`src/rtl/stream_demux_1xn.sv`:
```
// stream_demux_1xn: routes one ready/valid input stream to one of N output
// channels (or all of them on broadcast). Each channel has a one-entry
// holding register. A full channel whose sink is ready in the same cycle can
// accept a new beat, so a ready target sustains one beat per cycle.
// Out-of-range selects are accepted and dropped, and they set a sticky error
// flag. Every accepted beat is counted.
module stream_demux_1xn #(
    parameter int WIDTH = 8,
    parameter int N     = 4,
    parameter int SEL_W = $clog2(N)
) (
    input  logic               clk,
    input  logic               rst_n,
    input  logic               in_valid,
    output logic               in_ready,
    input  logic [WIDTH-1:0]   in_data,
    input  logic [SEL_W-1:0]   in_sel,
    input  logic               bcast,
    output logic [N-1:0]       out_valid,
    input  logic [N-1:0]       out_ready,
    output logic [N*WIDTH-1:0] out_data,
    output logic               err_oor,
    input  logic               clr_err,
    output logic [15:0]        xfer_cnt
);

    logic [N-1:0]            valid_q, valid_d;
    logic [N-1:0][WIDTH-1:0] data_q, data_d;
    logic                    err_q, err_d;
    logic [15:0]             xfer_cnt_q, xfer_cnt_d;

    logic [N-1:0]            free;
    logic [N-1:0]            sel_hit;
    logic [N-1:0]            load;
    logic                    sel_in_range;
    logic                    accept;

    // One-hot decode of in_sel; no bit is set for selects past N-1
    always_comb begin
        sel_hit = '0;
        for (int unsigned c = 0; c < N; c++) begin
            sel_hit[c] = (in_sel == SEL_W'(c));
        end
        sel_in_range = |sel_hit;
    end

    // A channel is free when it is empty or is being drained this cycle
    // (in_valid is deliberately not used here)
    always_comb begin
        free = ~valid_q | out_ready;
        if (bcast) begin
            in_ready = &free;
        end else if (sel_in_range) begin
            in_ready = |(free & sel_hit);
        end else begin
            in_ready = 1'b1;
        end
    end

    // Next state: channel loads, drains, sticky error and transfer count
    always_comb begin
        accept = in_valid && in_ready;

        load = '0;
        if (accept) begin
            load = bcast ? {N{1'b1}} : sel_hit;
        end

        // A load wins over a drain, so a full channel with a ready sink stays valid
        valid_d = load | (valid_q & ~out_ready);

        data_d = data_q;
        for (int unsigned c = 0; c < N; c++) begin
            if (load[c]) begin
                data_d[c] = in_data;
            end
        end

        // A new out-of-range drop overrides a coincident clear
        err_d = err_q;
        if (clr_err) begin
            err_d = 1'b0;
        end
        if (accept && !bcast && !sel_in_range) begin
            err_d = 1'b1;
        end

        xfer_cnt_d = accept ? xfer_cnt_q + 16'd1 : xfer_cnt_q;
    end

    // State registers with asynchronous active-low reset
    always_ff @(posedge clk or negedge rst_n) begin
        if (!rst_n) begin
            valid_q    <= '0;
            data_q     <= '0;
            err_q      <= 1'b0;
            xfer_cnt_q <= '0;
        end else begin
            valid_q    <= valid_d;
            data_q     <= data_d;
            err_q      <= err_d;
            xfer_cnt_q <= xfer_cnt_d;
        end
    end

    assign out_valid = valid_q;
    assign out_data  = data_q;
    assign err_oor   = err_q;
    assign xfer_cnt  = xfer_cnt_q;

endmodule

```
`config.mk`:
```
export PLATFORM = sky130hd
export DESIGN_NAME = stream_demux_1xn
export DESIGN_NICKNAME = d
export VERILOG_FILES = /design/src/rtl/stream_demux_1xn.sv
export SDC_FILE = /design/constraint.sdc
export NUM_CORES = 1
export LEC_CHECK = 0
export ABC_CLOCK_PERIOD_IN_PS = 1700
export BUFFER_PORTS_ARGS = -buffer_cell sky130_fd_sc_hd__buf_2
export CAP_MARGIN = 20
export CELL_PAD_IN_SITES_DETAIL_PLACEMENT = 1
export CELL_PAD_IN_SITES_GLOBAL_PLACEMENT = 2
export CORE_AREA = 2 2 99 101
export DETAILED_ROUTE_END_ITERATION = 10
export DIE_AREA = 0 0 101 103
export PLACE_DENSITY = 0.63
export SETUP_SLACK_MARGIN = 0.15
export SLEW_MARGIN = 20
export SYNTH_ARGS = -nofsm -noshare
export SYNTH_HDL_FRONTEND = slang
export SYNTH_SLANG_ARGS = --single-unit
```
`constraint.sdc`:
```
create_clock -name clk -period 1.7 [get_ports clk]
set_input_delay 0.17 -clock clk [delete_from_list [all_inputs] [get_ports clk]]
set_output_delay 0.17 -clock clk [all_outputs]
set_load 0.02 [all_outputs]
```
* Word-level counts from Yosys, hierarchy flattened *
Cells that the tools add are included.

word-level totals
  bits in registers = 53
  bits of input ports = 19
  output and inout bits = 54
  word-level logic and storage cells = 33

cells by class
  add/subtract/negate cells = 1
  equal/unequal tests = 3
  multiplexer cells = 6
  bitwise gates (word level) = 6
  reduce and logical (&&, ||, !) cells = 10

operators by type and width
  operator                                             number
  adder 16 x 1 -> 16 bit, second input constant        1
  bitwise AND 4 bit                                    2
  two-way mux 4 bit                                    2
  NOT 4 bit                                            2
  OR 4 bit                                             2
  OR reduction 4 bit                                   2
  equality test 2 bit, second input constant           2
  two-way mux 1 bit                                    4
  AND reduction 4 bit                                  1
  logical AND 1 bit                                    3
  equality test 2 x 1 -> 1 bit, second input constant  1
  zero test 1 bit                                      2
  zero test 2 bit                                      1
  nonzero test 2 bit                                   1

* Logic depth before layout (Yosys ltp) *
  depth after elaboration = 10
  depth in mapped cells = 8
  depth with buffers taken out = 6

* Least setup slack after synthesis *
OpenSTA, ideal clock, no wires.

  kind = reg-to-reg
  start = register valid_q[2] (netlist: out_valid[2])
  end = register data_q (netlist bit out_data[16])
  setup time = 0.125 ns
  arrival time = 1.654 ns
  required time = 1.575 ns
  slack = -0.079 ns
  cell stages (with the launch flop) = 7
  buffers on the path = 1
  clock period less this slack = 1.779 ns
  cells stage by stage = dfrtp_1 -> nand2b_1 -> a41oi_1 -> or2_1 -> buf_6 -> a21oi_4 -> mux2_2

on the way
  cells in the longest elaborated chain, start to end = 8
  elaborated cells between the ends (all ways) = 9
  classes of those cells = mux (3); bitwise (3); reduce/logical (3)

ends and longest elaborated chain
  element                   line  text
  start: declaration        27    logic [N-1:0] valid_q, valid_d;
  start signal: assignment  99    valid_q <= valid_d;
  NOT 4 bit (*)             50    free = ~valid_q | out_ready;
  OR 4 bit (*)              50
  bitwise AND 4 bit         54    in_ready = |(free & sel_hit);
  OR reduction 4 bit        54
  two-way mux 1 bit         53    end else if (sel_in_range) begin
  two-way mux 1 bit (*)     51    if (bcast) begin
  logical AND 1 bit (*)     62    accept = in_valid && in_ready;
  two-way mux 4 bit (*)     65    if (accept) begin
  end signal: assignment    100   data_q <= data_d;
  end: declaration          28    logic [N-1:0][WIDTH-1:0] data_q, data_d;

Every way passes the cells marked *; elsewhere a longest branch is shown, timed or not.
A chain may end at the register's enable or synchronous reset.

* Worst setup path in the final report *
  start = register valid_q[2] (netlist: out_valid[2])
  end = register data_q (netlist bit out_data[18])

The elaborated chain is that of the path after synthesis.

==> impl_metrics.ini <==
[final_layout]
layout.nets = 291
utilization = 0.343
fillers = 1038
diodes = 0
area_growth_pct = 41.6
drive_gt1_frac = 0.596

[logic_synthesis]
synth_cell_types = 32
synth_seq_cells = 53
synth_most_common_cell = dfrtp_1
avgSynthCellArea_um2 = 13.2
synthesis.area_um2 = 2290
synth_top_cell_by_area = dfrtp_1
synthFlopType = dfrtp_1
synth_common_cells = 53 x dfrtp_1, 32 x mux2_2, 12 x a21oi_1
ys_top_cells_by_area = dfrtp_1 58%, mux2_2 16%, xor2_1 4.2%, a21oi_1 2.6%, nand2_1 1.6%
async_flop_share = 1.00
syn_inst = 174
syn_nets = 194
synth_enable_flop_cells = 0
yosysWarnings = 0
synth-seq-area-share = 0.579
netlist.area_leader.share = 0.579

[grt]
track_usage = 0.117
grt_pass1_vias = 1763
grt_pass1_wl_um = 9360
antenna_found_initial = 0
met2_usage = 0.190
grt_max_degree = 54
globalRouteMet1Util = 0.157
busiest_layer = met2
grt_use_met3 = 0.0278
grt-ovfl-total = 0

[cts]
clk_pin_slew_ps = 100
htree_num_levels = 2
cts_buffer_depth = 2
cts_num_sinks = 53
worstSkewPairLatency_ps = 300
cts_buffers = 5
cts_root_buf = clkbuf_8
cts_tree = built

[timing]
maxSlewHeadroom = 0.746
finClkSkew_ps = 5.01
finalCriticalPeriod_ps = 1680
setup_violations = 0
maxSlewViolCount = 0
min_period_over_period = 0.990
rsz0062_at_grt = true
whs_ps = 138
finalHoldViolCount = 0
layout_setup_ws_ps = 17.0
fin_setup_tns_ps = 0
fmax_mhz = 594
worstMarginPinSlew_ps = 381

[status]
status = complete, no violations

[worst_setup_path]
path_cells = nand2b_4 -> a41oi_2 -> or2_4 -> a21oi_4 -> buf_12 -> mux2_4
crit_path_max_incr_delay_ps = 430
critPathLaunchType = flip-flop
path_buf_inv = 1
end_kind = flip-flop
cp_slowest_cell = dfrtp_2
arrival_ps = 1880
cp_top_family = flip-flops
critPathRequiredTime_ps = 1890
worstSetupPathType = flip-flop to flip-flop
path_max_fanout = 8

[power_and_ir_drop]
power_density_nw_per_um2 = 1340
leakage_nw = 1.54
ir_drop_mv = 0.464
p_total_mw = 4.35

[floorplanning]
io_pins = 73
initial_utilization = 0.242
core_um2 = 9460
fp.dieW_um = 101
die-area_um2 = 10400
rows = 36
die_h_um = 103

[drt]
wl_per_cell_um = 15.2
vias = 1716
drt_iter0_drc = 18
vias_per_cell = 4.45
finalWirelength_um = 5860
drc = 0
drtPass1Iterations = 4
ant_nets = 0

[min_path]
hold_class = primary input to flip-flop

[placement]
place_congestion = 0.713
place_ws_ps = -70.5
port-buffer-count = 72
dpl.hpwl_um = 4300

[flow_run]
cap_viol_max_count = 0
cells by family after synthesis:
kind of cell,share of synthesized area
adders and majority gates,0.00546
and+or+nand+nor,0.0939
AOI/OAI and AO/OA,0.0825
DFF,0.579
muxes,0.162
buffers and inverters,0.0197
xor gates and xnor gates,0.0573
final timing paths:
kind	cells past startpoint	slack (ps)	from	to
worst min-delay path	2	140	in_data[7]	out_data[23]$_DFFE_PN0P_
max in group asynchronous	3	1030	rst_n	out_valid[0]$_DFF_PN0_
worst min register to register	1	460	xfer_cnt[15]$_DFFE_PN0P_	xfer_cnt[15]$_DFFE_PN0P_
worst max-delay path	6	20	out_valid[2]$_DFF_PN0_	out_data[18]$_DFFE_PN0P_
worst max register to register	6	20	out_valid[2]$_DFF_PN0_	out_data[18]$_DFFE_PN0P_
min in group asynchronous	3	380	rst_n	xfer_cnt[0]$_DFFE_PN0P_
cell type report:
| class | count | area (µm²) | area share |
|---|---|---|---|
| well taps | 114 | 143 | 0.0440 |
| multi-input cells | 114 | 1090 | 0.336 |
| repair buffers | 95 | 588 | 0.181 |
| clock buffers | 5 | 68.8 | 0.0212 |
| inverters | 2 | 7.51 | 0.00231 |
| flip-flops and latches | 53 | 1330 | 0.410 |
| clock inverters | 3 | 17.5 | 0.00540 |
registers in the layout, indices dropped and copies added, names as in the netlist:
| signal | count |
|---|---|
| out_data | 32 |
| xfer_cnt | 16 |
| out_valid | 4 |
| err_oor | 1 |
power by group:
| part | internal [mW] | switching, mW |
|---|---|---|
| registers | 1.63 | 0.242 |
| clock network | 0.285 | 0.419 |
| logic | 0.789 | 0.989 |
| total | 2.70 | 1.65 |
layer usage:
| layer | part of all wire | routed length, µm |
|---|---|---|
| met2 | 0.48 | 2780 |
| met1 | 0.47 | 2730 |
| met3 | 0.050 | 294 |
| met5 | 0 | 0 |
| met4 | 0.0091 | 53 |
repair_timing:
item,4_1_cts,5_1_grt
setup endpoints to repair,47,45
hold endpoints to repair,54,0
hold buffers,2,0
gates resized for setup,11,6
buffers inserted,1,1
pin swaps,2,1
cloned,0,0
through the flow:
| step | cell area, µm² | instances |
|---|---|---|
| 2_1_floorplan | 2390 | 174 |
| 5_1_grt | 3240 | 386 |
| 3_5_place_dp | 3040 | 374 |
| 3_3_place_gp | 3040 | 374 |
| 6_report | 3240 | 386 |
| 4_1_cts | 3210 | 385 |
worst reg2reg max path, delay by kind of cell (launching register included):
kind | cells | cell delay [ps]
and+or+nand+nor | 2 | 380
muxes | 1 | 300
AOI/OAI and AO/OA | 2 | 310
DFF | 1 | 430
buffers and inverters | 1 | 150
cells in the final DEF, fill, tap and decap left out, types with 2 or more instances in the layout:
| master | n |
|---|---|
| nor2_1 | 4 |
| nand2_2 | 2 |
| nand2b_4 | 3 |
| and4_1 | 2 |
| nor3b_2 | 2 |
| nand3_1 | 6 |
| dlygate4sd3_1 | 2 |
| buf_12 | 4 |
| clkbuf_8 | 5 |
| and3_1 | 2 |
| nor2b_1 | 2 |
| a21oi_2 | 6 |
| mux2_2 | 17 |
| mux2_4 | 16 |
| xnor2_1 | 4 |
| clkinv_2 | 2 |
| nand2b_1 | 2 |
| o21ai_0 | 3 |
| inv_1 | 2 |
| a21oi_1 | 6 |
| dfrtp_2 | 4 |
| buf_2 | 72 |
| dfrtp_1 | 49 |
| a21oi_4 | 2 |
| nand2_1 | 8 |
| buf_4 | 17 |
| xor2_1 | 11 |
| nand4_1 | 3 |
(Power assumes the default switching activity.)
